<file path="config.mk">
export PLATFORM = sky130hd
export DESIGN_NAME = tlc_phase_arbiter
export DESIGN_NICKNAME = d
export VERILOG_FILES = /design/src/rtl/tlc_phase_arbiter_pkg.sv /design/src/rtl/tlc_phase_arbiter_rr_pick5.sv /design/src/rtl/tlc_phase_arbiter.sv
export SDC_FILE = /design/constraint.sdc
export NUM_CORES = 1
export LEC_CHECK = 0
export ABC_CLOCK_PERIOD_IN_PS = 6700
export BUFFER_PORTS_ARGS = -buffer_cell sky130_fd_sc_hd__buf_2
export CORE_MARGIN = 10
export CORE_UTILIZATION = 30
export DETAILED_ROUTE_END_ITERATION = 10
export GPL_TIMING_DRIVEN = 0
export RECOVER_POWER = 100
export SLEW_MARGIN = 30
export SYNTH_ARGS = -nofsm -noshare
export SYNTH_HDL_FRONTEND = slang
export SYNTH_HIERARCHICAL = 1
export SYNTH_SLANG_ARGS = --single-unit
</file>
<file path="constraint.sdc">
create_clock -name clk -period 6.7 [get_ports clk]
set_input_delay 0.67 -clock clk [delete_from_list [all_inputs] [get_ports clk]]
set_output_delay 0.67 -clock clk [all_outputs]
set_load 0.005 [all_outputs]
</file>
<file path="src/rtl/tlc_phase_arbiter_pkg.sv">
// -----------------------------------------------------------------------------
// tlc_phase_arbiter_pkg
// Shared types and constants for the intersection phase arbiter.
//   phase_t      : phase codes offered to the light sequencer
//   arb_state_t  : arbiter FSM states
//   PH_LANES     : lane mask served by each phase
//                  (lane bits: [0]e_str [1]w_str [2]e_left [3]w_left [4]ns)
//   phase_lanes(): PH_LANES lookup that is safe for out-of-range codes
// -----------------------------------------------------------------------------
package tlc_phase_arbiter_pkg;

  localparam int NUM_PHASES = 5;

  typedef enum logic [2:0] {
    PH_STR  = 3'd0,
    PH_EAST = 3'd1,
    PH_WEST = 3'd2,
    PH_LEFT = 3'd3,
    PH_NS   = 3'd4
  } phase_t;

  typedef enum logic [1:0] {
    ST_IDLE   = 2'd0,
    ST_OFFER  = 2'd1,
    ST_ACTIVE = 2'd2
  } arb_state_t;

  localparam logic [4:0] PH_LANES [5] = '{
    5'b00011,   // STR : e_str, w_str
    5'b00101,   // EAST: e_str, e_left
    5'b01010,   // WEST: w_str, w_left
    5'b01100,   // LEFT: e_left, w_left
    5'b10000    // NS  : ns
  };

  // Codes above 4 map to an empty lane mask so they can never clear lanes.
  function automatic logic [4:0] phase_lanes(input logic [2:0] ph);
    logic [4:0] m;
    case (ph)
      3'd0:    m = PH_LANES[0];
      3'd1:    m = PH_LANES[1];
      3'd2:    m = PH_LANES[2];
      3'd3:    m = PH_LANES[3];
      3'd4:    m = PH_LANES[4];
      default: m = 5'b00000;
    endcase
    return m;
  endfunction

endpackage

</file>
<file path="src/rtl/tlc_phase_arbiter_rr_pick5.sv">
// -----------------------------------------------------------------------------
// rr_pick5
// Combinational 5-way round-robin picker. Searches req starting at
// (ptr+1) mod 5 and wrapping upward; returns the first set index.
//   req_i     [4:0] request vector
//   ptr_i     [2:0] last-served index (values above 4 are treated as 4)
//   gnt_idx_o [2:0] winning index (0 when nothing is requested)
//   any_o           at least one request is set
// With ptr_i = 4 the search starts at 0, i.e. plain lowest-index-first.
// -----------------------------------------------------------------------------
module rr_pick5 (
  input  logic [4:0] req_i,
  input  logic [2:0] ptr_i,
  output logic [2:0] gnt_idx_o,
  output logic       any_o
);

  // Walk the five candidate positions in rotated order, keep the first hit.
  always_comb begin
    logic [3:0] base_s;
    logic [3:0] idx_s;
    gnt_idx_o = 3'd0;
    any_o     = 1'b0;
    idx_s     = 4'd0;
    if (ptr_i > 3'd4) begin
      base_s = 4'd4;
    end else begin
      base_s = {1'b0, ptr_i};
    end
    for (int k = 1; k <= 5; k++) begin
      idx_s = base_s + 4'(k);
      if (idx_s >= 4'd5) begin
        idx_s = idx_s - 4'd5;
      end else begin
        idx_s = idx_s;
      end
      if (!any_o && req_i[idx_s[2:0]]) begin
        any_o     = 1'b1;
        gnt_idx_o = idx_s[2:0];
      end else begin
        any_o     = any_o;
      end
    end
  end

endmodule

</file>
<file path="src/rtl/tlc_phase_arbiter.sv">
// -----------------------------------------------------------------------------
// tlc_phase_arbiter
// Chooses the next intersection phase and offers it to the light sequencer
// over a valid/ready handshake. Lane requests are latched until served,
// phases are arbitrated round-robin with anti-starvation aging, and an
// emergency preempt jumps the queue without aborting the running phase.
//
// Ports
//   clk, reset         clock; synchronous active-high reset
//   sensor_i     [4:0] lane sensors [0]e_str [1]w_str [2]e_left [3]w_left [4]ns
//   preempt_valid_i    emergency request (sampled every cycle)
//   preempt_phase_i    requested phase; codes > 4 ignored
//   grant_valid_o      offered phase is valid (OFFER state)
//   grant_phase_o      offered phase code, stable while offered
//   grant_ready_i      sequencer accepts the offer
//   phase_done_i       sequencer finished the accepted phase (1-cycle pulse)
//   busy_o             high in OFFER and ACTIVE
//   starve_alarm_o     some phase wait counter sits at MAX_WAIT
// -----------------------------------------------------------------------------
module tlc_phase_arbiter
  import tlc_phase_arbiter_pkg::*;
#(
  parameter int MAX_WAIT = 40,
  parameter int NPH      = NUM_PHASES
) (
  input  logic       clk,
  input  logic       reset,
  input  logic [4:0] sensor_i,
  input  logic       preempt_valid_i,
  input  logic [2:0] preempt_phase_i,
  output logic       grant_valid_o,
  output logic [2:0] grant_phase_o,
  input  logic       grant_ready_i,
  input  logic       phase_done_i,
  output logic       busy_o,
  output logic       starve_alarm_o
);

  localparam logic [7:0] MAX_W8 = 8'(MAX_WAIT);

  arb_state_t state_q, state_d;
  logic [4:0] pend_q, pend_d;
  logic [7:0] wait_q [NPH];
  logic [7:0] wait_d [NPH];
  logic       pre_pend_q, pre_pend_d;
  phase_t     pre_code_q, pre_code_d;
  logic       pre_offer_q, pre_offer_d;   // current offer came from the preempt latch
  phase_t     active_q, active_d;
  logic [2:0] ptr_q, ptr_d;
  phase_t     grant_phase_q, grant_phase_d;
  logic       grant_valid_q;
  logic       busy_q;
  logic       alarm_q, alarm_d;

  logic [4:0] preq_s;
  logic [4:0] starved_s;
  logic [2:0] rr_idx_s, st_idx_s;
  logic       rr_any_s, st_any_s;
  phase_t     sel_s;
  logic       accept_s, done_s, pre_set_s;

  // Phase requests and starved set, derived from latched lanes and counters.
  always_comb begin
    preq_s    = 5'b00000;
    starved_s = 5'b00000;
    for (int p = 0; p < NPH; p++) begin
      preq_s[p]    = |(pend_q & phase_lanes(3'(p)));
      // Gate by preq: a counter lags one cycle behind a lane clear.
      starved_s[p] = preq_s[p] && (wait_q[p] == MAX_W8);
    end
  end

  rr_pick5 u_rr_pick (
    .req_i     (preq_s),
    .ptr_i     (ptr_q),
    .gnt_idx_o (rr_idx_s),
    .any_o     (rr_any_s)
  );

  rr_pick5 u_starve_pick (
    .req_i     (starved_s),
    .ptr_i     (3'd4),
    .gnt_idx_o (st_idx_s),
    .any_o     (st_any_s)
  );

  // Selection priority: preempt, then lowest starved phase, then round-robin.
  always_comb begin
    if (pre_pend_q) begin
      sel_s = pre_code_q;
    end else if (st_any_s) begin
      sel_s = phase_t'(st_idx_s);
    end else begin
      sel_s = phase_t'(rr_idx_s);
    end
  end

  assign pre_set_s = preempt_valid_i && (preempt_phase_i <= 3'd4);

  // FSM next state plus the registers that change on handshake events.
  always_comb begin
    state_d       = state_q;
    grant_phase_d = grant_phase_q;
    active_d      = active_q;
    ptr_d         = ptr_q;
    pre_offer_d   = pre_offer_q;
    accept_s      = 1'b0;
    done_s        = 1'b0;
    case (state_q)
      ST_IDLE: begin
        if (pre_pend_q || rr_any_s) begin
          state_d       = ST_OFFER;
          grant_phase_d = sel_s;
          pre_offer_d   = pre_pend_q;
        end else begin
          state_d       = ST_IDLE;
        end
      end
      ST_OFFER: begin
        // A newer preempt must survive acceptance of the older one.
        if (pre_set_s) begin
          pre_offer_d = 1'b0;
        end else begin
          pre_offer_d = pre_offer_q;
        end
        if (grant_ready_i) begin
          state_d  = ST_ACTIVE;
          active_d = grant_phase_q;
          ptr_d    = grant_phase_q;
          accept_s = 1'b1;
        end else begin
          state_d  = ST_OFFER;
        end
      end
      ST_ACTIVE: begin
        if (phase_done_i) begin
          state_d = ST_IDLE;
          done_s  = 1'b1;
        end else begin
          state_d = ST_ACTIVE;
        end
      end
      default: begin
        state_d = ST_IDLE;
      end
    endcase
  end

  // Lane latch (set beats clear) and preempt latch (new request beats clear).
  always_comb begin
    if (done_s) begin
      pend_d = (pend_q & ~phase_lanes(active_q)) | sensor_i;
    end else begin
      pend_d = pend_q | sensor_i;
    end
    pre_pend_d = pre_pend_q;
    pre_code_d = pre_code_q;
    if (accept_s && pre_offer_q) begin
      pre_pend_d = 1'b0;
    end else begin
      pre_pend_d = pre_pend_q;
    end
    if (pre_set_s) begin
      pre_pend_d = 1'b1;
      pre_code_d = phase_t'(preempt_phase_i);
    end else begin
      pre_code_d = pre_code_q;
    end
  end

  // Aging counters; the alarm is computed from next-state so it tracks wait_q.
  always_comb begin
    alarm_d = 1'b0;
    for (int p = 0; p < NPH; p++) begin
      if ((accept_s && (grant_phase_q == 3'(p))) || !preq_s[p]) begin
        wait_d[p] = 8'd0;
      end else if ((state_q == ST_ACTIVE) && (active_q == 3'(p))) begin
        wait_d[p] = wait_q[p];
      end else if (wait_q[p] < MAX_W8) begin
        wait_d[p] = wait_q[p] + 8'd1;
      end else begin
        wait_d[p] = MAX_W8;
      end
      if (wait_d[p] == MAX_W8) begin
        alarm_d = 1'b1;
      end else begin
        alarm_d = alarm_d;
      end
    end
  end

  // State and storage registers with synchronous reset.
  always_ff @(posedge clk) begin
    if (reset) begin
      state_q       <= ST_IDLE;
      pend_q        <= 5'b00000;
      pre_pend_q    <= 1'b0;
      pre_code_q    <= PH_STR;
      pre_offer_q   <= 1'b0;
      active_q      <= PH_STR;
      ptr_q         <= 3'd4;
      grant_phase_q <= PH_STR;
      grant_valid_q <= 1'b0;
      busy_q        <= 1'b0;
      alarm_q       <= 1'b0;
      for (int p = 0; p < NPH; p++) begin
        wait_q[p] <= 8'd0;
      end
    end else begin
      state_q       <= state_d;
      pend_q        <= pend_d;
      pre_pend_q    <= pre_pend_d;
      pre_code_q    <= pre_code_d;
      pre_offer_q   <= pre_offer_d;
      active_q      <= active_d;
      ptr_q         <= ptr_d;
      grant_phase_q <= grant_phase_d;
      grant_valid_q <= (state_d == ST_OFFER);
      busy_q        <= (state_d != ST_IDLE);
      alarm_q       <= alarm_d;
      for (int p = 0; p < NPH; p++) begin
        wait_q[p] <= wait_d[p];
      end
    end
  end

  assign grant_valid_o  = grant_valid_q;
  assign grant_phase_o  = grant_phase_q;
  assign busy_o         = busy_q;
  assign starve_alarm_o = alarm_q;

endmodule
</file>
Yosys cells after proc, flatten, opt, wreduce, memory -nomap -nowiden
Memories as Yosys holds them, arrays and structs flattened.
Index checks and enable logic that the tools add are counted.
Widths: inputs -> output; s select.
Storage, ports and cells
  logic and storage cells: 214
  output and inout bits: 6
  memories kept: 1
  flip-flop bits (word level): 24
  bits of input ports: 13
  memory bits (writable): 40
Memories
  wait_q: depth 5, bits a word 8, rd ports 5, clocked after Yosys merged registers in 0, write ports 5, RTL line tlc_phase_arbiter.sv:43  | logic [7:0] wait_q [NPH];
Operators by class
  equal/unequal tests: 23
  reduce and logical (&&, ||, !) cells: 57
  add/sub/neg operators: 15
  bitwise gates (word level): 9
  magnitude comparators: 17
  multiplexer cells: 81
Operators with widths (number)
  $mux 8: 20
  $eq 8x6->1 const B: 10
  $mux 3: 14
  $add 8x1->8 const B: 5
  $lt 8x6->1 const B: 5
  $mux 1: 33
  $logic_and 1x1->1: 25
  $pmux 5 s5: 1
  $ge 4x3->1 const B: 5
  $lt 3x4->1 const B: 5
  $bmux 1 s3: 5
  $sub 3x3->3 const B: 5
  $logic_not 1->1: 13
  $eq 3x2->1 const B: 4
  $mux 5: 2
  $or 5x5->5: 2
  $add 3x2->4 const B: 2
  $add 3x3->4 const B: 2
  $mux 2: 4
  $reduce_or 2->1: 4
  $eq 3x1->1 const B: 2
  $eq 3x3->1 const B: 2
  $logic_not 3->1: 2
  $logic_or 1x1->1: 6
  15 further kinds: 24

Depth between registers and ports, before layout
Gate-level depths: netlist of run 1.
  depth after elaboration: 24
  gate-level depth with buffers: 20
  gate-level depth less buffers: 17

Modules after synthesis
The synthesis of run 1 kept the hierarchy.
Modules (own cells, without submodules)
  tlc_phase_arbiter: times used 1, area an instance 3545.9 µm², cells each 455, sequential area each 1241.2 µm²
  rr_pick5 (u_starve_pick): times used 1, area an instance 927.1 µm², cells each 136, sequential area each 0.0 µm²
  rr_pick5 (u_rr_pick): times used 1, area an instance 716.9 µm², cells each 108, sequential area each 0.0 µm²

Worst setup path after synthesis of run 1
OpenSTA, ideal clock, no wires.
  path type: register to register
  start: register ptr_q[2]
  end: register grant_phase_q[1] (netlist: grant_phase_o[1])
  required time: 6.572 ns
  arrival time: 2.941 ns
  library setup time: 0.128 ns
  path buffers: 2
  period minus slack after synthesis: 3.068 ns
  slack: 3.632 ns
  cell stages (with the launch flop): 19
  cells stage by stage: dfxtp_1 > buf_2 > inv_1 > nand2_1 > ha_1 > buf_2 > nor3b_1 > o21ai_0 > a31oi_1 > o22ai_1 > and4b_4 > nor3b_1 > o32ai_1 > mux2i_1 > nor2_1 > a21oi_1 > nor2_1 > a21oi_1 > nor2_1
On the way
  word-level cells in the longest chain between the ends: 22
  elaborated cells between the ends (all ways): 54
  classes of those cells: add/sub (10); order compare (6); mux (28); reduce/logical (10)
Ends and longest elaborated chain
  start: declaration: RTL line tlc_phase_arbiter.sv:49  | logic [2:0] ptr_q, ptr_d;
  start signal: assignment: RTL line tlc_phase_arbiter.sv:216  | ptr_q <= ptr_d;
  $gt 3x3->1: RTL line tlc_phase_arbiter_rr_pick5.sv:25  | if (ptr_i > 3'd4) begin
  $mux 3 *: RTL line tlc_phase_arbiter_rr_pick5.sv:25
  $add 3x1->4: RTL line tlc_phase_arbiter_rr_pick5.sv:31  | idx_s = base_s + 4'(k);
  $ge 4x3->1 / $sub 3x3->3 (equally long branches): RTL line tlc_phase_arbiter_rr_pick5.sv:32, tlc_phase_arbiter_rr_pick5.sv:33
  $mux 3: RTL line tlc_phase_arbiter_rr_pick5.sv:32  | if (idx_s >= 4'd5) begin
  $bmux 1 s3: RTL line tlc_phase_arbiter_rr_pick5.sv:37  | if (!any_o && req_i[idx_s[2:0]]) begin
  $mux 1 (implied by the code): RTL line tlc_phase_arbiter_rr_pick5.sv:37
  $mux 1: RTL line tlc_phase_arbiter_rr_pick5.sv:37
  (+7 left out)
  $logic_and 1x1->1: RTL line tlc_phase_arbiter_rr_pick5.sv:37
  $mux 1: RTL line tlc_phase_arbiter_rr_pick5.sv:37
  $logic_not 1->1: RTL line tlc_phase_arbiter_rr_pick5.sv:37
  $logic_and 1x1->1: RTL line tlc_phase_arbiter_rr_pick5.sv:37
  $mux 3 *: RTL line tlc_phase_arbiter_rr_pick5.sv:37
  via rr_idx_s[1]: RTL line tlc_phase_arbiter.sv:57  | logic [2:0] rr_idx_s, st_idx_s;
  $mux 3 *: RTL line tlc_phase_arbiter.sv:91  | end else if (st_any_s) begin
  $mux 3 *: RTL line tlc_phase_arbiter.sv:89  | if (pre_pend_q) begin
  end signal: assignment: RTL line tlc_phase_arbiter.sv:217  | grant_phase_q <= grant_phase_d;
  end: declaration: RTL line tlc_phase_arbiter.sv:50  | phase_t grant_phase_q, grant_phase_d;
The timed path passes the listed nets; every way through them passes the cells marked *. The select of a mux whose other input is x is not followed.
A chain may end at the register's enable or synchronous reset.

Final worst setup path of run 1
  start: register ptr_q[2]
  end: register grant_phase_q[0] (netlist: grant_phase_o[0])
On the way
  word-level cells in the longest chain between the ends: 22
  elaborated cells between the ends (all ways): 54
  classes of those cells: add/sub (10); order compare (6); mux (28); reduce/logical (10)
Ends and longest elaborated chain
  $gt 3x3->1: RTL line tlc_phase_arbiter_rr_pick5.sv:25
  $mux 3 *: RTL line tlc_phase_arbiter_rr_pick5.sv:25
  $add 3x1->4: RTL line tlc_phase_arbiter_rr_pick5.sv:31
  $ge 4x3->1 / $sub 3x3->3 (equally long branches): RTL line tlc_phase_arbiter_rr_pick5.sv:32, tlc_phase_arbiter_rr_pick5.sv:33
  $mux 3: RTL line tlc_phase_arbiter_rr_pick5.sv:32
  $bmux 1 s3: RTL line tlc_phase_arbiter_rr_pick5.sv:37
  $mux 1 (implied by the code): RTL line tlc_phase_arbiter_rr_pick5.sv:37
  $mux 1: RTL line tlc_phase_arbiter_rr_pick5.sv:37
  (+7 left out)
  $logic_and 1x1->1: RTL line tlc_phase_arbiter_rr_pick5.sv:37
  $mux 1: RTL line tlc_phase_arbiter_rr_pick5.sv:37
  $logic_not 1->1: RTL line tlc_phase_arbiter_rr_pick5.sv:37
  $logic_and 1x1->1: RTL line tlc_phase_arbiter_rr_pick5.sv:37
  $mux 1 *: RTL line tlc_phase_arbiter_rr_pick5.sv:37
  via rr_any_s: RTL line tlc_phase_arbiter.sv:58  | logic rr_any_s, st_any_s;
  $logic_or 1x1->1 *: RTL line tlc_phase_arbiter.sv:111  | if (pre_pend_q || rr_any_s) begin
  $reduce_and 2->1 (no line) *
Marked as above.

==> flow_summary.json, run 1 <==
{
  "grt_max_degree": 12,
  "ys.flop_type": "dfxtp_1",
  "syn_area_um2": 5190,
  "clock-skew-final_ns": 0.00842,
  "synth_top_area_share": 0.239,
  "place_congestion": 0.869,
  "fillers": 1830,
  "grtUsageTotal": 0.123,
  "fp.dieH_um": 152,
  "final_cell_mix": "83 x nor2_1, 62 x dfxtp_1, 57 x nand2_1, 54 x a21oi_1, 39 x o21ai_0",
  "grt_pass1_wl_mm": 23.6,
  "final_cells": 966,
  "hold_buffers": 0,
  "crit_fanout": 10,
  "ir_worst_vdd_mv": 0.106,
  "hold_viol": 0,
  "top_level_ports": 19,
  "place_area_um2": 5600,
  "arrival_ns": 4.44,
  "drt-vias-per-instance": 5.33,
  "cp.required_ns": 6.90,
  "cts_root_buf": "clkbuf_16",
  "placed_cells": 950,
  "clkLatencyLatePin_ns": 0.33,
  "cp-end-kind": "flop",
  "cpMaxStageDelayCell": "o21ai_0",
  "syn_avg_cell_area_um2": 7.42,
  "coreArea_um2": 17100,
  "drt-initial-drc-count": 390,
  "place_hpwl_mm": 10.7,
  "initial_utilization": 0.303,
  "power_density_nw_per_um2": 191,
  "drive_gt1_frac": 0.101,
  "nets": 769,
  "synth-edff-count": 0,
  "dieArea_um2": 23000,
  "critical_path_buf_inv_count": 3,
  "cp_cell_sequence": "clkbuf_1 > inv_1 > nand2_1 > ha_1 > clkbuf_1 > nor3b_1 > o21ai_0 > a31oi_1 > o22ai_1 > and4b_4 > nand2_1 > o21ai_0 > nor2_1 > a21oi_1 > nor2_1",
  "final_common_cell": "nor2_1",
  "combPwrFrac": 0.185,
  "cts_buffers": 9,
  "portBuffers": 17,
  "synth-seq-area-share": 0.239,
  "hold_class": "reg2reg",
  "yosys-top-cells-area": "dfxtp_1 24%, nor2_1 5.9%, a21oi_1 5.2%, ha_1 4.8%, nand2_1 4.1%",
  "antenna_cells": 0,
  "use_met2": 0.194,
  "route.detailed.drc": 0,
  "crit_path_max_incr_delay_ns": 0.76,
  "finalPower_w": 0.00113,
  "setup_violations": 0,
  "switching_share": 0.271,
  "clkTransAtPathRegs_ns": 0.05,
  "synth.distinct_cells": 90,
  "cts_tree": "yes",
  "max_freq_mhz": 236,
  "design_area_um2": 5920,
  "max_cap_violations": 0,
  "ctsResizeCount": 0,
  "p_int_w": 0.000823,
  "synth-seq-cells": 62,
  "vias": 5147,
  "clockBufferDepth": 2,
  "wl_per_cell_um": 14.7,
  "antenna_found_initial": 0,
  "grt_setup_unrepaired": "false",
  "multiInputGateArea_um2": 3670,
  "met3_usage": 0.0149,
  "die_w_um": 152,
  "synth_area_leader_cell": "dfxtp_1",
  "grt-ovfl-total": 0,
  "regArea_um2": 1240,
  "worst_pin_slew_ns": 0.979,
  "timing.hold.ws_ns": 0.478,
  "fin_crit_ns": 4.24,
  "p_sw_w": 0.000306,
  "syn_inst": 699,
  "cp_top_family": "compound AO/OA/AOI/OAI gates",
  "clock_power_share": 0.459,
  "critical_path.startpoint_type": "flop",
  "ant_nets": 0,
  "p_seq_frac": 0.356,
  "slew_headroom": 0.341,
  "drv_slew": 0,
  "leakage_nw": 2.18,
  "wl_mm": 14.2,
  "areaGrowthSynthToFinish_pct": 14.0,
  "grt_pass1_vias": 4729,
  "async_flop_share": 0,
  "busiest_layer": "met2",
  "status": "finished, final reports clean",
  "post_cts_buffers": 0,
  "grtUsageMet1": 0.170,
  "fin_setup_tns_ns": 0,
  "clock-sinks": 62,
  "finalCritPeriodShare": 0.632,
  "criticalPathCategory": "reg2reg",
  "first_pass_iters": 6,
  "fp-row-count": 48,
  "ys_warn_count": 6,
  "cts_max_level": 3
}
registers in the layout, summed over array words and instances, names as in the netlist, 2 cells and up:
name,flops
state_q,2
grant_phase_o,3
pre_code_q,3
active_q,3
pend_q,5
wait_q,40
layer usage:
layer | part of all wire | up-vias
li1 | - | 2606
met1 | 0.50 | 2386
met2 | 0.44 | 133
met3 | 0.039 | 22
met4 | 0.018 | 0
met5 | 0 | -
area by class of cell:
class / instances / area share
sequential: 62 / 0.210
clock buffer: 13 / 0.0457
timing repair buffer: 17 / 0.0133
buffer: 39 / 0.0336
clock inverter: 3 / 0.0110
tap: 225 / 0.0476
inverter: 30 / 0.0195
multi-input combinational: 577 / 0.620
power by group through the flow:
| stage | clock network [W] | logic [W] | registers, W |
|---|---|---|---|
| 3_3_place_gp | 0 | 0.000200 | 0.000409 |
| 2_1_floorplan | 0 | 0.000158 | 0.000403 |
| 4_1_cts | 0.000529 | 0.000201 | 0.000401 |
| 3_5_place_dp | 0 | 0.000200 | 0.000409 |
| 5_1_grt | 0.000541 | 0.000235 | 0.000404 |
| 6_report | 0.000518 | 0.000209 | 0.000402 |
final timing paths:
| path | startpoint | to | slack, ns | depth (start not counted) |
|---|---|---|---|---|
| setup / recovery | ptr_q[2]$_SDFFE_PP1P_ | grant_phase_o[0]$_SDFFE_PP0P_ | 2.46 | 15 |
| hold / removal | pre_code_q[1]$_SDFFE_PP0P_ | pre_code_q[1]$_SDFFE_PP0P_ | 0.48 | 2 |
| setup reg to reg | ptr_q[2]$_SDFFE_PP1P_ | grant_phase_o[0]$_SDFFE_PP0P_ | 2.46 | 15 |
| hold reg to reg | pre_code_q[1]$_SDFFE_PP0P_ | pre_code_q[1]$_SDFFE_PP0P_ | 0.48 | 2 |
cell usage after synthesis (all sizes together) (14+ instances only):
library cell  number
ha                20
nand3             27
nor3              22
clkbuf            18
a21oi             54
inv               30
nand2b            14
xor2              15
o21ai             39
nor2              83
nor2b             14
buf               21
xnor2             19
dfxtp             62
nand2             60
worst reg2reg max path, cell delays in order, from the launching register on:
cell	delay [ns]
dfxtp_1	0.36
clkbuf_1	0.39
inv_1	0.23
nand2_1	0.25
ha_1	0.30
clkbuf_1	0.25
nor3b_1	0.21
o21ai_0	0.14
a31oi_1	0.12
o22ai_1	0.37
and4b_4	0.34
nand2_1	0.05
o21ai_0	0.76
nor2_1	0.13
a21oi_1	0.15
nor2_1	0.06
cell families (layout without fill, tap and decap cells):
group,after synthesis,after routing,share of synthesized area
buffers and inverters,69,102,0.0615
multiplexers,15,15,0.0306
XOR/XNOR,34,34,0.0574
flip-flops,62,62,0.239
adder cells (fa/ha/maj),20,20,0.0482
AND/OR/NAND/NOR,306,306,0.313
AO/OA/AOI/OAI,191,191,0.249
other,2,11,0.00145
through the flow:
stage	utilization	worst slack, ns
3_5_place_dp	0.327	3.01
4_1_cts	0.347	2.98
6_report	0.346	2.46
5_1_grt	0.346	2.04
2_1_floorplan	-	3.63
3_3_place_gp	0.327	2.96
No activity file was read; power rests on OpenSTA's default activity.
==> inputs of run 2 (changes only) <==
--- a/config.mk
+++ b/config.mk
@@ -5,7 +5,7 @@
 export SDC_FILE = /design/constraint.sdc
 export NUM_CORES = 1
 export LEC_CHECK = 0
-export ABC_CLOCK_PERIOD_IN_PS = 6700
+export ABC_CLOCK_PERIOD_IN_PS = 4000
 export BUFFER_PORTS_ARGS = -buffer_cell sky130_fd_sc_hd__buf_2
 export CORE_MARGIN = 10
 export CORE_UTILIZATION = 30
==> constraint.sdc (replaced) <==
create_clock -name clk -period 4 [get_ports clk]
set_input_delay 0.4 -clock clk [delete_from_list [all_inputs] [get_ports clk]]
set_output_delay 0.4 -clock clk [all_outputs]
set_load 0.005 [all_outputs]
==> flow_summary.json, run 2 (synthesis results as in run 1) <==
{
  "slew_headroom": 0.479,
  "fin_crit_ns": 3.71,
  "max_freq_mhz": 269,
  "cts_max_level": 3,
  "grt_max_degree": 12,
  "arrival_ns": 3.91,
  "cp-end-kind": "flop",
  "status": "finished, final reports clean",
  "r2r_end": "grant_phase_o[1]$_SDFFE_PP0P_",
  "nets": 769,
  "wl_mm": 14.2,
  "ant_nets": 0,
  "p_seq_frac": 0.357,
  "drive_gt1_frac": 0.107,
  "critical_path_buf_inv_count": 3,
  "cts_root_buf": "clkbuf_16",
  "crit_end": "grant_phase_o[1]$_SDFFE_PP0P_",
  "critical_path.startpoint_type": "flop",
  "fp-row-count": 48,
  "die_w_um": 152,
  "clock_power_share": 0.458,
  "startpoint": "ptr_q[2]$_SDFFE_PP1P_",
  "post_cts_buffers": 0,
  "regMostFlops": "wait_q",
  "grt_pass1_wl_mm": 23.6,
  "grt-ovfl-total": 0,
  "cts_buffers": 9,
  "route.detailed.drc": 0,
  "place_hpwl_mm": 10.7,
  "crit_fanout": 10,
  "final_cell_mix": "83 x nor2_1, 62 x dfxtp_1, 57 x nand2_1, 54 x a21oi_1, 38 x o21ai_0",
  "initial_utilization": 0.303,
  "r2r_cells": 18,
  "clkTransAtPathRegs_ns": 0.05,
  "largest_reg_flops": 40,
  "fin_setup_tns_ns": 0,
  "p_sw_w": 0.000511,
  "hold_class": "in2reg",
  "rrSetupSlack_ns": 0.29,
  "clockBufferDepth": 2,
  "fp.dieH_um": 152,
  "top_level_ports": 19,
  "ir_worst_vdd_mv": 0.175,
  "first_pass_iters": 5,
  "hold_buffers": 0,
  "worst_pin_slew_ns": 0.779,
  "coreArea_um2": 17100,
  "grtUsageTotal": 0.123,
  "antenna_found_initial": 0,
  "max_cap_violations": 0,
  "leakage_nw": 2.18,
  "final_common_cell": "nor2_1",
  "grt_pass1_vias": 4729,
  "hold_viol": 0,
  "crit_path_max_incr_delay_ns": 0.38,
  "combPwrFrac": 0.186,
  "clkLatencyLatePin_ns": 0.33,
  "wl_per_cell_um": 14.7,
  "drt-initial-drc-count": 392,
  "timing.rr.start": "ptr_q[2]$_SDFFE_PP1P_",
  "cpMaxStageDelayCell": "o22ai_1",
  "fillers": 1828,
  "reg.largest.list": "wait_q (40), pend_q (5)",
  "antenna_cells": 0,
  "fin_util": 0.346,
  "areaGrowthSynthToFinish_pct": 14.2,
  "crit_cells": 18,
  "dieArea_um2": 23000,
  "finalCritPeriodShare": 0.928,
  "place_congestion": 0.869,
  "clock-skew-final_ns": 0.00623,
  "drt-vias-per-instance": 5.34,
  "cp_cell_sequence": "buf_2 > inv_1 > nand2_1 > ha_1 > buf_2 > nor3b_1 > o21ai_0 > a31oi_1 > o22ai_1 > and4b_4 > nor3b_1 > o32ai_1 > mux2i_1 > nor2_1 > a21oi_1 > nor2_1 > a21oi_1 > nor2_1",
  "power_density_nw_per_um2": 319,
  "clock-sinks": 62,
  "cts_tree": "yes",
  "grt_setup_unrepaired": "false",
  "cp_top_family": "simple AND/OR/NAND/NOR gates",
  "portBuffers": 17,
  "drv_slew": 0,
  "ctsResizeCount": 0,
  "switching_share": 0.270,
  "worst_path_most_repeated_cell": "nor2_1",
  "setup_violations": 0,
  "criticalPathCategory": "reg2reg",
  "cp.required_ns": 4.20,
  "vias": 5158,
  "p_int_w": 0.00138
}
-- run 2: worst min-delay path, cell delays in order --
cell and delay, ns:
buf_2 0.08, a21oi_1 0.03, nor2_1 0.07
-- run 2: how the worst min path moves through the flow --
| stage | start | to | slack (ns) | cells past startpoint |
|---|---|---|---|---|
| 2_1_floorplan | pre_code_q[0]$_SDFFE_PP0P_ | pre_code_q[0]$_SDFFE_PP0P_ | 0.44 | 2 |
| 3_3_place_gp | pre_code_q[1]$_SDFFE_PP0P_ | pre_code_q[1]$_SDFFE_PP0P_ | 0.47 | 2 |
| 3_5_place_dp | pre_code_q[1]$_SDFFE_PP0P_ | pre_code_q[1]$_SDFFE_PP0P_ | 0.47 | 2 |
| 4_1_cts | sensor_i[4] | pend_q[4]$_SDFF_PP0_ | 0.28 | 3 |
| 5_1_grt | sensor_i[4] | pend_q[4]$_SDFF_PP0_ | 0.29 | 3 |
| 6_report | sensor_i[3] | pend_q[3]$_SDFF_PP0_ | 0.28 | 3 |
-- run 2: area by class of cell --
cell class	count	area, um2	share of cell area
Clock inverter	3	65.1	0.0110
Tap cell	225	282	0.0475
Clock buffer	13	270	0.0456
Buffer	39	201	0.0340
Multi-Input combinational cell	577	3670	0.620
Sequential cell	62	1240	0.210
Inverter	30	115	0.0194
Timing Repair Buffer	17	78.8	0.0133
-- run 2: routing by layer --
metal	part of all wire	GRT usage	wire, um
met1	0.50	0.170	7040
met2	0.44	0.194	6270
met3	0.046	0.0149	654
met4	0.014	0.0410	193
met5	0	0	0
-- run 2: power by group through the flow --
stage	registers (W)	clock network, W	logic (W)
floorplan	0.000675	0	0.000265
global placement	0.000686	0	0.000335
detailed placement	0.000686	0	0.000335
CTS	0.000672	0.000886	0.000337
global route	0.000676	0.000907	0.000394
finish	0.000674	0.000865	0.000351
-- run 2: stage by stage --
| stage | instance area [um2] | setup WS [ns] | instances | hold slack (ns) | total power (W) |
|---|---|---|---|---|---|
| floorplan | 5220 | 0.932 | 708 | 0.442 | 0.000940 |
| global route | 5920 | 0.0278 | 966 | 0.286 | 0.00198 |
| CTS | 5940 | 0.276 | 966 | 0.279 | 0.00190 |
| global placement | 5590 | 0.257 | 950 | 0.466 | 0.00102 |
| finish | 5920 | 0.286 | 966 | 0.283 | 0.00189 |
| detailed placement | 5600 | 0.311 | 950 | 0.471 | 0.00102 |
==> inputs of run 3 (changes only) <==
--- a/config.mk
+++ b/config.mk
@@ -11,6 +11,7 @@
 export CORE_UTILIZATION = 30
 export DETAILED_ROUTE_END_ITERATION = 10
 export GPL_TIMING_DRIVEN = 0
+export PLACE_DENSITY = 0.51
 export RECOVER_POWER = 100
 export SLEW_MARGIN = 30
 export SYNTH_ARGS = -nofsm -noshare
==> flow_summary.json, run 3 (synthesis results as in run 1) <==
{
  "fin_setup_tns_ns": 0,
  "cp.required_ns": 4.21,
  "switching_share": 0.290,
  "crit_end": "grant_phase_o[1]$_SDFFE_PP0P_",
  "worst_pin_slew_ns": 0.737,
  "hold_class": "in2reg",
  "antenna_found_initial": 0,
  "setup_violations": 0,
  "criticalPathCategory": "reg2reg",
  "drive_gt1_frac": 0.112,
  "post_cts_buffers": 0,
  "crit_fanout": 9,
  "top_level_ports": 19,
  "route.detailed.drc": 0,
  "fp.dieH_um": 152,
  "cp_top_family": "simple AND/OR/NAND/NOR gates",
  "p_int_w": 0.00133,
  "power_density_nw_per_um2": 317,
  "combPwrFrac": 0.191,
  "status": "finished, final reports clean",
  "r2r_end": "grant_phase_o[1]$_SDFFE_PP0P_",
  "grt_max_degree": 13,
  "p_seq_frac": 0.357,
  "clkLatencyLatePin_ns": 0.33,
  "initial_utilization": 0.303,
  "clock_power_share": 0.452,
  "final_cell_mix": "83 x nor2_1, 62 x dfxtp_1, 57 x nand2_1, 54 x a21oi_1, 38 x o21ai_0",
  "cts_root_buf": "clkbuf_16",
  "cts_buffers": 9,
  "clock-skew-final_ns": 0.00632,
  "antenna_cells": 0,
  "regMostFlops": "wait_q",
  "finalCritPeriodShare": 0.924,
  "max_cap_violations": 0,
  "timing.rr.start": "active_q[1]$_SDFFE_PP0P_",
  "cp-end-kind": "flop",
  "drt-initial-drc-count": 349,
  "rrSetupSlack_ns": 0.30,
  "drt-vias-per-instance": 5.30,
  "fp-row-count": 48,
  "arrival_ns": 3.91,
  "crit_path_max_incr_delay_ns": 0.56,
  "leakage_nw": 2.19,
  "finalPower_w": 0.00188,
  "fillers": 1817,
  "grt-ovfl-total": 0,
  "slew_headroom": 0.502,
  "cp_cell_sequence": "buf_2 > nand2_1 > ha_1 > clkbuf_1 > or4_1 > a31oi_1 > a21oi_1 > and4b_4 > a221oi_1 > o32ai_1 > mux2i_1 > nor2_1 > a21oi_1 > nor2_1 > a21oi_1 > nor2_1",
  "areaGrowthSynthToFinish_pct": 14.2,
  "coreArea_um2": 17100,
  "ir_worst_vdd_mv": 0.246,
  "dieArea_um2": 23000,
  "fin_crit_ns": 3.70,
  "place_hpwl_mm": 11.0,
  "clkTransAtPathRegs_ns": 0.06,
  "grt_pass1_vias": 4762,
  "vias": 5126,
  "final_common_cell": "nor2_1",
  "cts_tree": "yes",
  "critical_path_buf_inv_count": 2,
  "critical_path.startpoint_type": "flop",
  "nets": 770,
  "place_congestion": 0.860,
  "startpoint": "active_q[1]$_SDFFE_PP0P_",
  "drv_slew": 0,
  "clockBufferDepth": 2,
  "r2r_cells": 16,
  "hold_viol": 0,
  "p_sw_w": 0.000544,
  "ctsResizeCount": 0,
  "cts_max_level": 3,
  "wl_mm": 14.6,
  "ant_nets": 0,
  "reg.largest.list": "wait_q (40), pend_q (5)",
  "portBuffers": 17,
  "grtUsageTotal": 0.129,
  "cpMaxStageDelayCell": "or4_1",
  "first_pass_iters": 5,
  "crit_cells": 16,
  "hold_buffers": 0,
  "die_w_um": 152,
  "clock-sinks": 62,
  "max_freq_mhz": 271,
  "grt_pass1_wl_mm": 24.1,
  "largest_reg_flops": 40,
  "wl_per_cell_um": 15.1
}
==> run 3: cell count changes in the layout (fill, tap and decap cells not counted), sizes merged <==
cell	change
clkbuf	-3
buf	+1
clkinv	+2
inv	+1
==> run 3: metrics by stage <==
| step | hold WS [ns] | utilization | instances | cell area [um2] | setup WS, ns |
|---|---|---|---|---|---|
| finish | 0.293 | 0.346 | 967 | 5930 | 0.304 |
| CTS | 0.283 | 0.347 | 967 | 5930 | 0.204 |
| detailed placement | 0.472 | 0.328 | 951 | 5610 | 0.262 |
| floorplan | 0.442 | - | 708 | 5220 | 0.932 |
| global placement | 0.468 | 0.327 | 950 | 5590 | 0.161 |
| global route | 0.291 | 0.346 | 967 | 5930 | -0.00133 |
==> run 3: tightest hold or removal path, cell delays in order <==
cell     delay (ns)
buf_2          0.09
a21oi_1        0.04
nor2_1         0.07
==> run 3: per-layer routing <==
| metal | up-vias | wire, um | global-route usage |
|---|---|---|---|
| met4 | 0 | 109 | 0.0319 |
| li1 | 2603 | - | - |
| met3 | 8 | 624 | 0.0273 |
| met2 | 134 | 6690 | 0.202 |
| met5 | - | 0 | 0 |
| met1 | 2381 | 7190 | 0.176 |
==> run 3: cell type report <==
| type | count | area [um2] | share of cell area |
|---|---|---|---|
| Buffer | 39 | 201 | 0.0340 |
| Clock buffer | 10 | 229 | 0.0386 |
| Clock inverter | 6 | 95.1 | 0.0160 |
| Inverter | 30 | 115 | 0.0194 |
| Multi-Input combinational cell | 577 | 3680 | 0.621 |
| Sequential cell | 62 | 1240 | 0.209 |
| Tap cell | 225 | 282 | 0.0475 |
| Timing Repair Buffer | 18 | 85.1 | 0.0143 |
==> run 3: worst min-delay path by stage <==
stage,from,end,slack [ns],cells after the start
6_report,sensor_i[1],pend_q[1]$_SDFF_PP0_,0.29,3
3_3_place_gp,pre_code_q[1]$_SDFFE_PP0P_,pre_code_q[1]$_SDFFE_PP0P_,0.47,2
5_1_grt,sensor_i[1],pend_q[1]$_SDFF_PP0_,0.29,3
3_5_place_dp,pre_code_q[1]$_SDFFE_PP0P_,pre_code_q[1]$_SDFFE_PP0P_,0.47,2
4_1_cts,sensor_i[4],pend_q[4]$_SDFF_PP0_,0.28,3
2_1_floorplan,pre_code_q[0]$_SDFFE_PP0P_,pre_code_q[0]$_SDFFE_PP0P_,0.44,2
==> run 3: power groups by stage <==
stage | combinational (W) | sequential [W] | clock [W]
2_1_floorplan | 0.000265 | 0.000675 | 0
3_3_place_gp | 0.000344 | 0.000684 | 0
3_5_place_dp | 0.000341 | 0.000684 | 0
4_1_cts | 0.000343 | 0.000670 | 0.000874
5_1_grt | 0.000399 | 0.000675 | 0.000901
6_report | 0.000359 | 0.000670 | 0.000850
